File: src/rtl/sec_encoder_awe_30bits_clk_if.sv
// Request/result bundle for the sequential AN-code encoder.
interface sec_encoder_awe_30bits_clk_if #(
   parameter int N_BITS = 31,
   parameter int W_BITS = 38,
   parameter int P_BITS = 6
);
   logic              start;
   logic [N_BITS-1:0] N;
   logic              err_en;
   logic              err_sign;
   logic [P_BITS-1:0] err_pos;
   logic              busy;
   logic              done;
   logic [W_BITS-1:0] W;

   modport master (output start, N, err_en, err_sign, err_pos,
                   input  busy, done, W);
   modport slave  (input  start, N, err_en, err_sign, err_pos,
                   output busy, done, W);
endinterface

File: src/rtl/sec_encoder_awe_30bits_clk.sv
// Sequential AN-code encoder: W = A_CONST * N built by shift-add over the bits
// of A_CONST, with optional +/-2^err_pos arithmetic error applied at the end.
module sec_encoder_awe_30bits_clk #(
   parameter int N_BITS  = 31,
   parameter int W_BITS  = 38,
   parameter int A_CONST = 107,
   parameter int A_BITS  = 7,
   parameter int P_BITS  = 6
) (
   input logic clk,
   input logic rst,
   sec_encoder_awe_30bits_clk_if.slave bus
);
   localparam int CNT_W = (A_BITS > 1) ? $clog2(A_BITS) : 1;
   localparam logic [A_BITS-1:0] A_VEC = A_BITS'(A_CONST);

   typedef enum logic [1:0] {S_IDLE, S_MUL, S_FIN} state_t;

   state_t            state_q, state_d;
   logic [N_BITS-1:0] n_q, n_d;
   logic              err_en_q, err_en_d;
   logic              err_sign_q, err_sign_d;
   logic [P_BITS-1:0] err_pos_q, err_pos_d;
   logic [W_BITS-1:0] acc_q, acc_d;
   logic [CNT_W-1:0]  cnt_q, cnt_d;
   logic [W_BITS-1:0] w_q, w_d;
   logic              done_q, done_d;
   logic [W_BITS-1:0] err_w;

   // Error term: positions beyond the codeword width inject nothing.
   always_comb begin
      err_w = '0;
      if (err_en_q && (32'(err_pos_q) < W_BITS))
         err_w = W_BITS'(1) << err_pos_q;
   end

   // Next-state and datapath: capture in IDLE, one multiplier bit per MUL cycle,
   // error applied and result registered in FIN.
   always_comb begin
      state_d    = state_q;
      n_d        = n_q;
      err_en_d   = err_en_q;
      err_sign_d = err_sign_q;
      err_pos_d  = err_pos_q;
      acc_d      = acc_q;
      cnt_d      = cnt_q;
      w_d        = w_q;
      done_d     = 1'b0;
      case (state_q)
         S_IDLE: begin
            if (bus.start) begin
               n_d        = bus.N;
               err_en_d   = bus.err_en;
               err_sign_d = bus.err_sign;
               err_pos_d  = bus.err_pos;
               acc_d      = '0;
               cnt_d      = '0;
               state_d    = S_MUL;
            end
         end
         S_MUL: begin
            if (A_VEC[cnt_q])
               acc_d = acc_q + (W_BITS'(n_q) << cnt_q);
            cnt_d = cnt_q + CNT_W'(1);
            if (cnt_q == CNT_W'(A_BITS - 1))
               state_d = S_FIN;
         end
         S_FIN: begin
            // Modulo 2^W_BITS in both directions: plain wrap-around arithmetic.
            w_d     = err_sign_q ? (acc_q - err_w) : (acc_q + err_w);
            done_d  = 1'b1;
            state_d = S_IDLE;
         end
         default: state_d = S_IDLE;
      endcase
   end

   // State and datapath registers; reset aborts any operation in flight.
   always_ff @(posedge clk or posedge rst) begin
      if (rst) begin
         state_q    <= S_IDLE;
         n_q        <= '0;
         err_en_q   <= 1'b0;
         err_sign_q <= 1'b0;
         err_pos_q  <= '0;
         acc_q      <= '0;
         cnt_q      <= '0;
         w_q        <= '0;
         done_q     <= 1'b0;
      end else begin
         state_q    <= state_d;
         n_q        <= n_d;
         err_en_q   <= err_en_d;
         err_sign_q <= err_sign_d;
         err_pos_q  <= err_pos_d;
         acc_q      <= acc_d;
         cnt_q      <= cnt_d;
         w_q        <= w_d;
         done_q     <= done_d;
      end
   end

   assign bus.busy = (state_q != S_IDLE);
   assign bus.done = done_q;
   assign bus.W    = w_q;
endmodule

File: src/flat_wrapper.sv
// flat-port wrapper written by rule: the top's interface ports become plain ports
module sec_encoder_awe_30bits_clk_flat 
#(
   parameter int N_BITS  = 31,
   parameter int W_BITS  = 38,
   parameter int A_CONST = 107,
   parameter int A_BITS  = 7,
   parameter int P_BITS  = 6
)
  (clk, rst, bus_start, bus_N, bus_err_en, bus_err_sign, bus_err_pos, bus_busy, bus_done, bus_W);
  sec_encoder_awe_30bits_clk_if #(.N_BITS(N_BITS), .W_BITS(W_BITS), .P_BITS(P_BITS)) bus_i ();
  input logic clk;
  input logic rst;
  input wire logic [$bits(bus_i.start)-1:0] bus_start;
  input wire logic [$bits(bus_i.N)-1:0] bus_N;
  input wire logic [$bits(bus_i.err_en)-1:0] bus_err_en;
  input wire logic [$bits(bus_i.err_sign)-1:0] bus_err_sign;
  input wire logic [$bits(bus_i.err_pos)-1:0] bus_err_pos;
  output wire logic [$bits(bus_i.busy)-1:0] bus_busy;
  output wire logic [$bits(bus_i.done)-1:0] bus_done;
  output wire logic [$bits(bus_i.W)-1:0] bus_W;
  assign bus_i.start = bus_start;
  assign bus_i.N = bus_N;
  assign bus_i.err_en = bus_err_en;
  assign bus_i.err_sign = bus_err_sign;
  assign bus_i.err_pos = bus_err_pos;
  assign bus_busy = bus_i.busy;
  assign bus_done = bus_i.done;
  assign bus_W = bus_i.W;
  sec_encoder_awe_30bits_clk #(.N_BITS(N_BITS), .W_BITS(W_BITS), .A_CONST(A_CONST), .A_BITS(A_BITS), .P_BITS(P_BITS)) u_core (.clk(clk), .rst(rst), .bus(bus_i));
endmodule
File: config.mk
export PLATFORM = sky130hd
export DESIGN_NAME = sec_encoder_awe_30bits_clk_flat
export DESIGN_NICKNAME = d
export VERILOG_FILES = /design/src/rtl/sec_encoder_awe_30bits_clk_if.sv /design/src/rtl/sec_encoder_awe_30bits_clk.sv /design/src/flat_wrapper.sv
export SDC_FILE = /design/constraint.sdc
export NUM_CORES = 1
export LEC_CHECK = 0
export ABC_AREA = 1
export BUFFER_PORTS_ARGS = -buffer_cell sky130_fd_sc_hd__buf_2
export CORE_ASPECT_RATIO = 1.1
export CORE_MARGIN = 2
export CORE_UTILIZATION = 45
export DETAILED_ROUTE_END_ITERATION = 16
export SKIP_CTS_REPAIR_TIMING = 1
export SLEW_MARGIN = 10
export SYNTH_ARGS = -nofsm -noshare
export SYNTH_HDL_FRONTEND = slang
export SYNTH_SLANG_ARGS = --single-unit
File: constraint.sdc
create_clock -name clk -period 6.49 [get_ports clk]
set_clock_uncertainty 0.05 [all_clocks]
set_input_delay 1.298 -clock clk [delete_from_list [all_inputs] [get_ports clk]]
set_output_delay 1.298 -clock clk [all_outputs]
set_load 0.05 [all_outputs]
==> flow_metrics.env <==
export IMPL_worst_slew_pin_slew_ns=0.907
export IMPL_synth_edff_count=0
export IMPL_dpl_cell_area_mm2=0.0130
export IMPL_ys_warns=0
export IMPL_synthDistinctLibCells=47
export IMPL_final_layout_size_suffix_gt1_share_pct=7.99
export IMPL_rsz0062_at_grt="no"
export IMPL_place_ws_ns=1.80
export IMPL_antenna_found_initial=0
export IMPL_final_ant_viol_nets=0
export IMPL_die_h_um=177
export IMPL_io_buffer_count=81
export IMPL_die_w_um=161
export IMPL_cts_root_buf="clkbuf_16"
export IMPL_critical_path_required_ns=6.77
export IMPL_yosys_area_top_type_share_pct=24.7
export IMPL_worst_ep_arrival_time_ns=4.93
export IMPL_cts_buffers_inserted=17
export IMPL_synth_seq_cells=121
export IMPL_postSynth_asyncResetShare_pct=100
export IMPL_timing_hold_worst_class="reg -> reg"
export IMPL_fin_worst_hold_slack_ns=0.425
export IMPL_grt_overflow_total=0
export IMPL_cts_htree_levels=4
export IMPL_synth_area_mm2=0.0122
export IMPL_ys_flop_type="dfrtp_1"
export IMPL_route_vias_total=13100
export IMPL_core_region_area_mm2=0.0269
export IMPL_floorplan_initialDensity_pct=45.6
export IMPL_slew_headroom_pct=39.2
export IMPL_crit_path_capture_type="flop"
export IMPL_highest_net_fanout_along_the_worst_path=8
export IMPL_post_syn_instances=2005
export IMPL_post_synthesis_sequential_area_ratio_pct=24.7
export IMPL_cts_tree="done"
export IMPL_critPathLaunchType="flop"
export IMPL_drt_first_iter_violations=1087
export IMPL_areaGrowthSynthToFinish_pct=10.5
export IMPL_pin_count_of_the_biggest_net_entering_global_routing=75
export IMPL_status="finished clean"
export IMPL_die_ar_mm2=0.0286
export IMPL_mappedNetlistNets=2128
export IMPL_post_synth_cell_area_avg_um2=6.11
export IMPL_cts_buffer_depth=2
export IMPL_clk_latency_ns=0.44
export IMPL_setup_viol_count_final=0
export IMPL_cts_num_sinks=121
export IMPL_wire_per_inst_um=18.0
export IMPL_timing_final_hold_violations=0
export IMPL_critPathKind="reg -> reg"
export IMPL_synthTopCellsByCount="614 x nand2_1, 257 x nor2_1, 249 x inv_1, 191 x o21ai_0, 121 x dfrtp_1"
export IMPL_synth_largest_area_cell="dfrtp_1"
export IMPL_final_nets=2188
export IMPL_detail_route_first_pass_iterations=6
export IMPL_wl_um=43900
export IMPL_fmax_ghz=0.215
export IMPL_synthTopCellsByArea="dfrtp_1 25%, nand2_1 19%, ha_1 8.1%"
export IMPL_vias_in_the_first_global_route=12600
export IMPL_core_rowCount=63
export IMPL_timing_max_cap_violations=0
export IMPL_grt_pass1_wl_um=68400
export IMPL_route_detailed_drc=0
export IMPL_fin_crit_sh_pct=71.6
export IMPL_diodes=0
export IMPL_gr_usage_all_layers_pct=31.3
export IMPL_clock_slew_seen_by_the_registers_of_the_worst_setup_and_hold_paths_ns=0.06
export IMPL_setup_tns_final_ns=0
export IMPL_routabilityCongestion=0.998
export IMPL_post_route_min_period_ns=4.65
export IMPL_most_numerous_cell_in_the_yosys_netlist="nand2_1"
export IMPL_design_portCount=82
export IMPL_detail_route_vias_per_cell=5.37
export IMPL_slew_viol_final=0
export IMPL_hpwlAfterDp_um=36700
export IMPL_final_worst_path_setup_slack_ns=1.84
export IMPL_stdcell_area_mm2=0.0135
-- per-layer routing --
metal  vias to the layer above  GRT usage, %  wire length [um]
li1                       6637             -                 -
met1                      5912          38.3             18300
met2                       439          55.8             21600
met3                        96          3.07              2080
met4                         0          13.7              1890
met5                         -             0                 0
-- cell type report --
cell class                 count  area (um2)
clock buffer                  18         439
clock inverter                14         149
fill                        2892       13300
inverter                     255         960
multi-input combinational   1580        8050
sequential                   121        3030
tap                          357         447
timing repair buffer          90         473
-- cells in the final DEF (no fill, tap or decap), drive strengths merged, types with 2 or more instances in the layout --
cell    count
xor2       14
nand2     619
bufinv      2
clkinv     12
fa          2
inv       254
o21bai     14
nor3       19
o211ai      8
a21o        2
nand4      29
o21a        3
mux2i      43
ha         79
dfrtp     121
a21oi     105
clkbuf     18
o31ai       2
o21ai     196
nor2      266
nand3     120
xnor2      11
or2        13
buf        90
a21boi      7
a31oi      20
nand3b      3
-- critical path, stage by stage, from the launching register on --
cell and delay [ns]:
dfrtp_1 0.53, inv_1 0.16, nor2_1 0.38, nand2_1 0.17
ha_1 0.31, o21ai_0 0.57, inv_1 0.14, fa_1 0.47
inv_1 0.21, nand3_1 0.11, nand2_1 0.23, a21oi_1 0.14
o21ai_0 0.52, nand2_1 0.15, nand3_1 0.13, nand2_1 0.11
nand3_1 0.11, nand2_1 0.06
-- flip-flops by register name, indices dropped and copies added (netlist names) --
name	count
u_core.acc_q	38
u_core.bus.W	38
u_core.n_q	31
u_core.err_pos_q	6
u_core.cnt_q	3
u_core.state_q	2
u_core.bus.done	1
u_core.err_en_q	1
u_core.err_sign_q	1
-- through the flow --
stage          instances  util (%)
3_3_place_gp        2403      48.2
2_1_floorplan       2005         -
6_report            2435      50.4
4_1_cts             2435      50.4
5_1_grt             2435      50.4
3_5_place_dp        2403      48.2
-- cells by family after synthesis --
family	Yosys count	share of synthesized area (%)
buffers and inverters	304	9.60
AO/OA/AOI/OAI	361	16.1
flip-flops	121	24.7
AND/OR/NAND/NOR	1070	35.9
multiplexers	43	3.51
XOR/XNOR	25	1.79
adder cells (fa/ha/maj)	81	8.40
-- worst paths after layout --
kind                       cells past startpoint               end        startpoint  slack (ns)
max                                           17  u_core.bus.W[26]   u_core.err_en_q        1.84
min                                            2  u_core.bus.W[30]  u_core.bus.W[30]        0.42
max reg2reg                                   17  u_core.bus.W[26]   u_core.err_en_q        1.84
min reg2reg                                    2  u_core.bus.W[30]  u_core.bus.W[30]        0.42
max in group asynchronous                      3    u_core.n_q[24]               rst        4.59
min in group asynchronous                      2   u_core.bus.W[6]               rst        0.83
Power is left out: the tool's default activity adds up to more than one toggle a clock period on the data nets, which glitch-free logic cannot reach.
